$ cat src/rtl/apb_pkg.sv
// Shared types and address-map defaults for the CPU-to-APB bus controller.
// Imported by the master and by anything that needs the slave map.
package apb_pkg;

    typedef enum logic [1:0] {
        IDLE,
        SETUP,
        ACCESS,
        DECERR
    } apbStateT;

    localparam logic [31:0] DEFAULT_BASE_ADDR = 32'h1000_0000;
    localparam int          DEFAULT_SLV_AW    = 12;

    // Slave slots in the MCU address map
    localparam int RAM  = 0;
    localparam int GPO  = 1;
    localparam int GPI  = 2;
    localparam int UART = 3;

    // Index width that stays legal for a single-slave bus
    function automatic int idxWidth(input int n);
        return (n > 1) ? $clog2(n) : 1;
    endfunction

endpackage

$ cat src/rtl/apb_addr_decoder.sv
// Combinational address decoder: maps a byte address onto one of NUM_SLV
// equally sized windows starting at BASE_ADDR.
module apb_addr_decoder
    import apb_pkg::*;
#(
    parameter int          NUM_SLV   = 4,
    parameter logic [31:0] BASE_ADDR = DEFAULT_BASE_ADDR,
    parameter int          SLV_AW    = DEFAULT_SLV_AW,
    localparam int         IDX_W     = idxWidth(NUM_SLV)
) (
    input  logic [31:0]        busAddr,
    output logic               hit,
    output logic [IDX_W-1:0]   idx,
    output logic [NUM_SLV-1:0] sel
);

    logic [31:0] offset;
    logic [31:0] window;

    // Below-base addresses wrap the subtraction, so the >= test rejects them
    assign offset = busAddr - BASE_ADDR;
    assign window = offset >> SLV_AW;
    assign hit    = (busAddr >= BASE_ADDR) && (window < 32'(NUM_SLV));
    assign idx    = window[IDX_W-1:0];

    genvar gi;
    generate
        for (gi = 0; gi < NUM_SLV; gi++) begin : gSel
            assign sel[gi] = hit && (window == 32'(gi));
        end
    endgenerate

endmodule

$ cat src/rtl/apb_master.sv
// Turns each CPU load/store into an APB SETUP/ACCESS transfer, stalling the
// CPU until the selected slave answers, the access times out, or decode fails.
module apb_master
    import apb_pkg::*;
#(
    parameter int          NUM_SLV   = 4,
    parameter logic [31:0] BASE_ADDR = DEFAULT_BASE_ADDR,
    parameter int          SLV_AW    = DEFAULT_SLV_AW,
    parameter int          TIMEOUT   = 255
) (
    input  logic                  clk,
    input  logic                  reset,
    input  logic                  transfer,
    input  logic                  busWe,
    input  logic [31:0]           busAddr,
    input  logic [31:0]           busWData,
    output logic [31:0]           busRData,
    output logic                  ready,
    output logic                  err,
    output logic [31:0]           PADDR,
    output logic [31:0]           PWDATA,
    output logic                  PWRITE,
    output logic                  PENABLE,
    output logic [NUM_SLV-1:0]    PSEL,
    input  logic [NUM_SLV*32-1:0] PRDATA,
    input  logic [NUM_SLV-1:0]    PREADY
);

    localparam int             IDX_W    = idxWidth(NUM_SLV);
    localparam int             CNT_W    = $clog2(TIMEOUT + 1);
    localparam logic [CNT_W-1:0] CNT_LAST = CNT_W'(TIMEOUT - 1);

    apbStateT             stateReg, stateNext;
    logic [NUM_SLV-1:0]   selReg;
    logic [IDX_W-1:0]     idxReg;
    logic [CNT_W-1:0]     cntReg;
    logic [31:0]          paddrReg;
    logic [31:0]          pwdataReg;
    logic                 pwriteReg;

    logic                 decHit;
    logic [IDX_W-1:0]     decIdx;
    logic [NUM_SLV-1:0]   decSel;
    logic [31:0]          prdataSlot [NUM_SLV];
    logic                 slvReady;
    logic [31:0]          slvData;

    apb_addr_decoder #(
        .NUM_SLV   (NUM_SLV),
        .BASE_ADDR (BASE_ADDR),
        .SLV_AW    (SLV_AW)
    ) uDecoder (
        .busAddr (busAddr),
        .hit     (decHit),
        .idx     (decIdx),
        .sel     (decSel)
    );

    genvar gi;
    generate
        for (gi = 0; gi < NUM_SLV; gi++) begin : gSlot
            assign prdataSlot[gi] = PRDATA[gi*32 +: 32];
        end
    endgenerate

    // Only the latched slave's handshake matters; the others are ignored
    assign slvReady = PREADY[idxReg];
    assign slvData  = prdataSlot[idxReg];

    always_ff @(posedge clk) begin
        if (!reset) begin
            stateReg  <= IDLE;
            selReg    <= '0;
            idxReg    <= '0;
            cntReg    <= '0;
            paddrReg  <= '0;
            pwdataReg <= '0;
            pwriteReg <= 1'b0;
        end else begin
            stateReg <= stateNext;
            case (stateReg)
                IDLE: begin
                    if (transfer && decHit) begin
                        paddrReg  <= busAddr;
                        pwdataReg <= busWData;
                        pwriteReg <= busWe;
                        selReg    <= decSel;
                        idxReg    <= decIdx;
                    end
                end
                SETUP:   cntReg <= '0;
                ACCESS:  cntReg <= cntReg + CNT_W'(1);
                default: ;
            endcase
        end
    end

    always_comb begin
        stateNext = stateReg;
        ready     = 1'b0;
        err       = 1'b0;
        busRData  = '0;
        case (stateReg)
            IDLE: begin
                if (transfer) begin
                    stateNext = decHit ? SETUP : DECERR;
                end
            end
            SETUP: stateNext = ACCESS;
            ACCESS: begin
                // A PREADY arriving on the last allowed cycle still completes cleanly
                if (slvReady) begin
                    ready     = 1'b1;
                    busRData  = pwriteReg ? 32'h0 : slvData;
                    stateNext = IDLE;
                end else if (cntReg == CNT_LAST) begin
                    ready     = 1'b1;
                    err       = 1'b1;
                    stateNext = IDLE;
                end
            end
            DECERR: begin
                ready     = 1'b1;
                err       = 1'b1;
                stateNext = IDLE;
            end
            default: stateNext = IDLE;
        endcase
        if (!reset) begin
            ready    = 1'b0;
            err      = 1'b0;
            busRData = '0;
        end
    end

    assign PSEL    = (stateReg == SETUP || stateReg == ACCESS) ? selReg : '0;
    assign PENABLE = (stateReg == ACCESS);
    assign PADDR   = paddrReg;
    assign PWDATA  = pwdataReg;
    assign PWRITE  = pwriteReg;

endmodule

$ cat config.mk
export PLATFORM = sky130hd
export DESIGN_NAME = apb_master
export DESIGN_NICKNAME = d
export VERILOG_FILES = /design/src/rtl/apb_pkg.sv /design/src/rtl/apb_addr_decoder.sv /design/src/rtl/apb_master.sv
export SDC_FILE = /design/constraint.sdc
export NUM_CORES = 1
export LEC_CHECK = 0
export ABC_CLOCK_PERIOD_IN_PS = 2200
export BUFFER_PORTS_ARGS = -buffer_cell sky130_fd_sc_hd__buf_4
export CORE_AREA = 2 2 118 120
export DETAILED_ROUTE_END_ITERATION = 7
export DIE_AREA = 0 0 120 122
export PLACE_DENSITY = 0.66
export SYNTH_ARGS = -nofsm -noshare
export SYNTH_HDL_FRONTEND = slang
export SYNTH_SLANG_ARGS = --single-unit
export TNS_END_PERCENT = 5
$ cat constraint.sdc
create_clock -name clk -period 2.2 [get_ports clk]
set_input_delay 0.44 -clock clk [delete_from_list [all_inputs] [get_ports clk]]
set_output_delay 0.44 -clock clk [all_outputs]
set_load 0.03 [all_outputs]
==> impl_metrics.env, run 1 <==
export IMPL_syn_nets=641
export IMPL_synth_distinct_cells=36
export IMPL_drtPass1Iterations=4
export IMPL_ios=304
export IMPL_antenna_found_initial=0
export IMPL_crit_fanout=8
export IMPL_synth_flop_cell="dfxtp_1"
export IMPL_powerDensity_nw_per_um2=520
export IMPL_drt_iter0_markers=184
export IMPL_grt_setup_unrepaired="yes"
export IMPL_violations="setup timing"
export IMPL_netlist_instances=435
export IMPL_die_y_um=122
export IMPL_drive_gt1_frac=0.565
export IMPL_insertedDiodeCount=0
export IMPL_slew_limit_headroom=0.567
export IMPL_p_sw_mw=1.08
export IMPL_cp_arrival_ns=1.92
export IMPL_synth_seq_cells=79
export IMPL_drv_slew=0
export IMPL_synth_area_um2=4260
export IMPL_syn_area_per_cell_um2=9.80
export IMPL_die_w_um=120
export IMPL_clkSinkCount=79
export IMPL_hold_viol=0
export IMPL_fin_hold_ws_ns=0.378
export IMPL_multi_input_area_um2=2590
export IMPL_p_leak_nw=3.20
export IMPL_setup_viol=34
export IMPL_cts_path_max_buffers=2
export IMPL_clock_power_share=0.357
export IMPL_fillers=1187
export IMPL_numCtsBuffers=9
export IMPL_drt_vias_per_instance=5.26
export IMPL_fin_util=0.552
export IMPL_swShare=0.280
export IMPL_drc=0
export IMPL_grt_ovfl_total=0
export IMPL_drtAntennaViolNets=0
export IMPL_required_ns=1.76
export IMPL_die_area_um2=14600
export IMPL_place_congestion=0.883
export IMPL_seq_power_share=0.378
export IMPL_regArea_um2=1590
export IMPL_finClkSkew_ns=0.00641
export IMPL_min_period_ns=2.36
export IMPL_synth_edf_count=0
export IMPL_yosysTopAreaCell="dfxtp_1"
export IMPL_synth_top_area_frac=0.371
export IMPL_worst_slack_ns=-0.160
export IMPL_grt_max_degree=78
export IMPL_port_buffers=303
export IMPL_clkTransAtPathRegs_ns=0.06
export IMPL_grt_usage=0.224
export IMPL_worstHoldPathType="in -> reg"
export IMPL_finalCritPeriodShare=1.07
export IMPL_wirelength_mm=17.9
export IMPL_finalPower_mw=3.88
export IMPL_internal_power_mw=2.79
export IMPL_comb_power_share=0.264
export IMPL_yosysWarnings=0
export IMPL_clockRootBuffer="clkbuf_16"
export IMPL_worstSetupEndpointType="output port"
export IMPL_async_reset_ff_frac=0
export IMPL_grt_pass1_vias=4756
export IMPL_cp_start_kind="flop"
export IMPL_area_delta_synth_final_pct=74.8
export IMPL_outcome="complete, but fails checks"
export IMPL_start_util=0.316
export IMPL_core_um2=13500
export IMPL_clock_fmax_ghz=0.424
export IMPL_cap_violations=0
export IMPL_peakVddDrop_mv=0.338
export IMPL_htree_levels=3
export IMPL_synth_area_leaders="dfxtp_1 37%, mux4_2 17%, a21boi_0 8.1%"
export IMPL_yosysSeqAreaShare=0.371
export IMPL_via_count=4777
export IMPL_synth_common_cells="79 x dfxtp_1, 52 x o21ai_0, 51 x nand4_1, 46 x a21boi_0, 36 x clkbuf_1"
export IMPL_grt_pass1_wl_mm=25.3
export IMPL_worst_slew_pin_slew_ns=0.649
export IMPL_clkLatencyLatePin_ns=0.33
export IMPL_routedWlPerCell_um=19.6
export IMPL_yosysMostFrequentCell="dfxtp_1"
export IMPL_cts_tree="built"
export IMPL_layout_nets=930
export IMPL_fp_row_count=43
export IMPL_post_dp_hpwl_mm=13.3
export IMPL_path_class="reg -> out"
==> placed cells by master (no fill, tap or decap), types with 2 or more instances in the layout <==
master      Yosys  routed
nor2b_2         0      25
o21ai_0        52      51
nor2_1          9       9
clkinvlp_4      0       2
a21boi_0       46      46
nand2_1         5       5
ha_1            6       5
clkbuf_16       0      10
nand4_1        51      51
dfxtp_1        79      78
o21ai_1         1       2
and2_1          4       4
inv_1           6       6
xor2_1          6       6
clkinv_4        0       3
a21oi_1         3       3
nor4_1          3       2
and3_1         19      19
mux4_2         33      33
nor2b_1        34       4
buf_16          0       4
nor2b_4         0       5
buf_4           1     280
a21boi_1        6       6
buf_12          0       5
buf_6           0      36
nand3_1         5       4
o21a_1          4       4
==> logic make-up (layout without fill, tap and decap cells) <==
| family | Yosys count | count (layout) | share of synthesized area |
|---|---|---|---|
| simple gates | 140 | 140 | 0.200 |
| mux | 34 | 34 | 0.177 |
| xor+xnor | 6 | 6 | 0.0123 |
| flops | 79 | 79 | 0.371 |
| buf+inv | 55 | 349 | 0.0525 |
| fa+ha+maj | 6 | 6 | 0.0176 |
| compound gates | 115 | 115 | 0.170 |
==> per-layer routing <==
metal	wire, um	GRT usage	vias up
met5	0	0	-
met4	599	0.0941	0
met3	1460	0.0604	35
met2	9350	0.409	239
met1	6450	0.245	2288
li1	-	-	2215
==> final timing paths <==
| path | slack (ns) | startpoint | cells past startpoint | end |
|---|---|---|---|---|
| setup / recovery | -0.16 | idxReg[0] | 6 | busRData[20] |
| hold / removal | 0.38 | busWData[19] | 3 | PWDATA[19] |
| setup reg to reg | 0.21 | stateReg[0] | 7 | selReg[0] |
| hold reg to reg | 0.47 | selReg[3] | 2 | selReg[3] |
==> stage by stage <==
stage                     cells  setup slack (ns)  setup TNS, ns  cell area [um^2]
after CTS                   908            -0.190          -5.17              7320
after global placement      886          -0.00757         -0.120              6830
after floorplan             435            0.0144              0              4350
final                       909            -0.160          -4.59              7450
after global routing        909            -0.220          -6.65              7450
after detailed placement    886            -0.139          -2.04              6830
==> flip-flops by register name (all words and copies together) (netlist names) <==
signal	flops
PADDR	31
PWDATA	32
PWRITE	1
cntReg	8
idxReg	1
selReg	4
stateReg	2
==> area by class of cell <==
| cell class | count | share of cell area |
|---|---|---|
| repair buffers | 326 | 0.368 |
| clock buffers | 10 | 0.0321 |
| multi-input cells | 301 | 0.347 |
| clock inverters | 6 | 0.00621 |
| well taps | 180 | 0.0302 |
| inverters | 7 | 0.00352 |
| flip-flops and latches | 79 | 0.213 |
==> repair_timing <==
action                     4_1_cts  5_1_grt
hold buffers                     0        0
pin swaps                        1        1
gates resized for setup         24       28
setup buffers                    3        0
gates cloned                     3        1
setup endpoints to repair       52       98
==> critical path, stage by stage, from the launching register on <==
cell	delay [ns]
dfxtp_4	0.37
mux4_2	0.53
nand4b_1	0.18
buf_6	0.16
buf_12	0.15
nor2b_2	0.06
buf_6	0.14
==> power by group through the flow <==
stage | logic [mW] | clock network [mW] | registers (mW)
floorplan | 0.428 | 0 | 1.50
global placement | 0.884 | 0 | 1.50
detailed placement | 0.901 | 0 | 1.50
CTS | 0.970 | 1.42 | 1.47
global route | 1.08 | 1.48 | 1.47
finish | 1.03 | 1.39 | 1.47
Power figures use the tool's default switching activity.
==> inputs of run 2 (changes only) <==
--- a/config.mk
+++ b/config.mk
@@ -7,11 +7,12 @@
 export LEC_CHECK = 0
 export ABC_CLOCK_PERIOD_IN_PS = 2200
 export BUFFER_PORTS_ARGS = -buffer_cell sky130_fd_sc_hd__buf_4
-export CORE_AREA = 2 2 118 120
+export CORE_AREA = 2 2 117 119
 export DETAILED_ROUTE_END_ITERATION = 7
-export DIE_AREA = 0 0 120 122
+export DIE_AREA = 0 0 119 121
 export PLACE_DENSITY = 0.66
 export SYNTH_ARGS = -nofsm -noshare
 export SYNTH_HDL_FRONTEND = slang
+export SYNTH_HIERARCHICAL = 1
 export SYNTH_SLANG_ARGS = --single-unit
 export TNS_END_PERCENT = 5
==> run 2 against run 1 <==
Effect of this change: the flow still finishes with violations (setup timing); clock skew barely moved; routed wire length fell by 8.7%; maximum frequency fell by 0.52%; sequential share of layout area rose by 1.9 points; core utilization fell by 1.5 points; sequential cell count rose by 2; die area fell by 1.6%; area after synthesis fell by 2.7%; worst setup slack got worse by 0.012 ns; critical path depth fell by 1.
==> impl_metrics.env, run 2 <==
export IMPL_worstSetupEndpointType="output port"
export IMPL_fp_row_count=42
export IMPL_synth_flop_cell="dfxtp_1"
export IMPL_synth_common_cells="146 x nand2_1, 81 x dfxtp_1, 75 x a21oi_1, 33 x mux4_2"
export IMPL_postCtsHoldBufs=0
export IMPL_async_reset_ff_frac=0
export IMPL_clkTransAtPathRegs_ns=0.06
export IMPL_grt_max_degree=49
export IMPL_grt_pass1_wl_mm=24.3
export IMPL_path_class="reg -> out"
export IMPL_port_buffers=303
export IMPL_clkLatencyLatePin_ns=0.33
export IMPL_synth_area_um2=4150
export IMPL_grt_usage=0.217
export IMPL_slew_limit_headroom=0.655
export IMPL_clock_fmax_ghz=0.421
export IMPL_die_area_um2=14400
export IMPL_ios=304
export IMPL_cp_arrival_ns=1.93
export IMPL_drtPass1Iterations=4
export IMPL_crit_fanout=22
export IMPL_drc=0
export IMPL_outcome="complete, but fails checks"
export IMPL_die_y_um=121
export IMPL_powerDensity_nw_per_um2=521
export IMPL_drive_gt1_frac=0.492
export IMPL_finalCritPeriodShare=1.08
export IMPL_die_w_um=119
export IMPL_finClkSkew_ns=0.00636
export IMPL_multi_input_area_um2=2360
export IMPL_violations="setup timing"
export IMPL_cts_tree="built"
export IMPL_layout_commonest_cell="buf_4"
export IMPL_syn_area_per_cell_um2=8.75
export IMPL_hold_viol=0
export IMPL_antenna_found_initial=0
export IMPL_wirelength_mm=16.3
export IMPL_grt_ovfl_total=0
export IMPL_yosysWarnings=6
export IMPL_required_ns=1.76
export IMPL_fin_util=0.537
export IMPL_routedWlPerCell_um=17.2
export IMPL_r2r_setup_slack_ns=0.40
export IMPL_syn_nets=680
export IMPL_p_leak_nw=2.98
export IMPL_drtAntennaViolNets=0
export IMPL_final_cell_mix="311 x buf_4, 146 x nand2_1, 80 x dfxtp_1, 75 x a21oi_1, 33 x mux4_2"
export IMPL_grt_pass1_vias=4619
export IMPL_cp_start_kind="flop"
export IMPL_core_um2=13100
export IMPL_placed_area_um2=6680
export IMPL_via_count=4634
export IMPL_numCtsBuffers=9
export IMPL_synth_seq_cells=81
export IMPL_min_period_ns=2.37
export IMPL_drv_slew=0
export IMPL_cts_setup_buffers=0
export IMPL_area_delta_synth_final_pct=69.3
export IMPL_netlist_instances=474
export IMPL_setup_viol=34
export IMPL_cap_violations=0
export IMPL_layout_nets=975
export IMPL_worst_slack_ns=-0.173
export IMPL_synth_edf_count=0
export IMPL_fin_hold_ws_ns=0.350
export IMPL_worst_slew_pin_slew_ns=0.517
export IMPL_yosysSeqAreaShare=0.391
export IMPL_clockRootBuffer="clkbuf_16"
export IMPL_synth_area_leaders="dfxtp_1 39%, mux4_2 18%, nand2_1 13%"
export IMPL_regArea_um2=1630
export IMPL_worstHoldPathType="in -> reg"
export IMPL_grt_setup_unrepaired="yes"
export IMPL_drt_iter0_markers=143
export IMPL_cts_path_max_buffers=2
export IMPL_fillers=1202
export IMPL_yosysMostFrequentCell="nand2_1"
export IMPL_clkSinkCount=81
export IMPL_peakVddDrop_mv=0.383
export IMPL_drt_vias_per_instance=4.88
export IMPL_place_congestion=0.940
export IMPL_start_util=0.317
export IMPL_yosysTopAreaCell="dfxtp_1"
export IMPL_htree_levels=3
export IMPL_insertedDiodeCount=0
export IMPL_post_route_cell_area_um2=7020
export IMPL_synth_distinct_cells=41
export IMPL_post_dp_hpwl_mm=13.3
export IMPL_synth_top_area_frac=0.391
==> run 2: power by group <==
| part | internal [mW] | total, mW | switching (mW) |
|---|---|---|---|
| combinational | 0.375 | 0.635 | 0.260 |
| sequential | 1.48 | 1.51 | 0.0239 |
| clock | 0.914 | 1.52 | 0.606 |
==> run 2: repair_timing <==
item / in CTS / in global routing
cloned: 0 / 0
gates resized for setup: 7 / 3
setup endpoints to repair: 34 / 38
==> run 2: final cells by class <==
class | instances | area share
multi-input cells | 348 | 0.336
clock inverters | 6 | 0.00944
inverters | 8 | 0.00428
clock buffers | 10 | 0.0340
flip-flops and latches | 81 | 0.231
repair buffers | 321 | 0.353
well taps | 176 | 0.0314
==> run 2: cell families after synthesis <==
kind of cell             count (synthesis)  synth area share
adder cells (fa/ha/maj)                  6            0.0181
XOR/XNOR                                 4           0.00845
AO/OA/AOI/OAI                           88             0.114
buffers and inverters                   45            0.0452
multiplexers                            33             0.179
flip-flops                              81             0.391
AND/OR/NAND/NOR                        217             0.244
==> run 2: per-stage QoR <==
stage	setup slack, ns	TNS [ns]	power [mW]	instances
2_1_floorplan	0.0180	0	1.78	474
3_3_place_gp	0.0511	0	2.15	934
3_5_place_dp	0.0181	0	2.17	934
4_1_cts	-0.179	-4.39	3.70	950
5_1_grt	-0.245	-6.45	3.81	950
6_report	-0.173	-3.80	3.66	950
==> run 2: worst max-delay path, stage by stage (launching register included) <==
cell	delay, ns
dfxtp_4	0.37
mux4_2	0.54
nand4b_1	0.17
buf_12	0.18
and2b_1	0.21
buf_6	0.14
==> run 2: layer usage <==
layer	vias up	routed length, um	share of wire	GRT usage
met5	-	0	0	0
met4	0	650	0.040	0.103
met3	36	1420	0.087	0.0714
met2	224	8690	0.53	0.405
met1	2155	5540	0.34	0.217
li1	2219	-	-	-
==> run 2: worst paths after layout <==
| path | from | endpoint | cells past startpoint |
|---|---|---|---|
| min reg2reg | selReg[0] | selReg[0] | 2 |
| max | idxReg[0] | busRData[9] | 5 |
| max reg2reg | idxReg[0] | stateReg[0] | 4 |
| min | busWData[19] | PWDATA[19] | 3 |
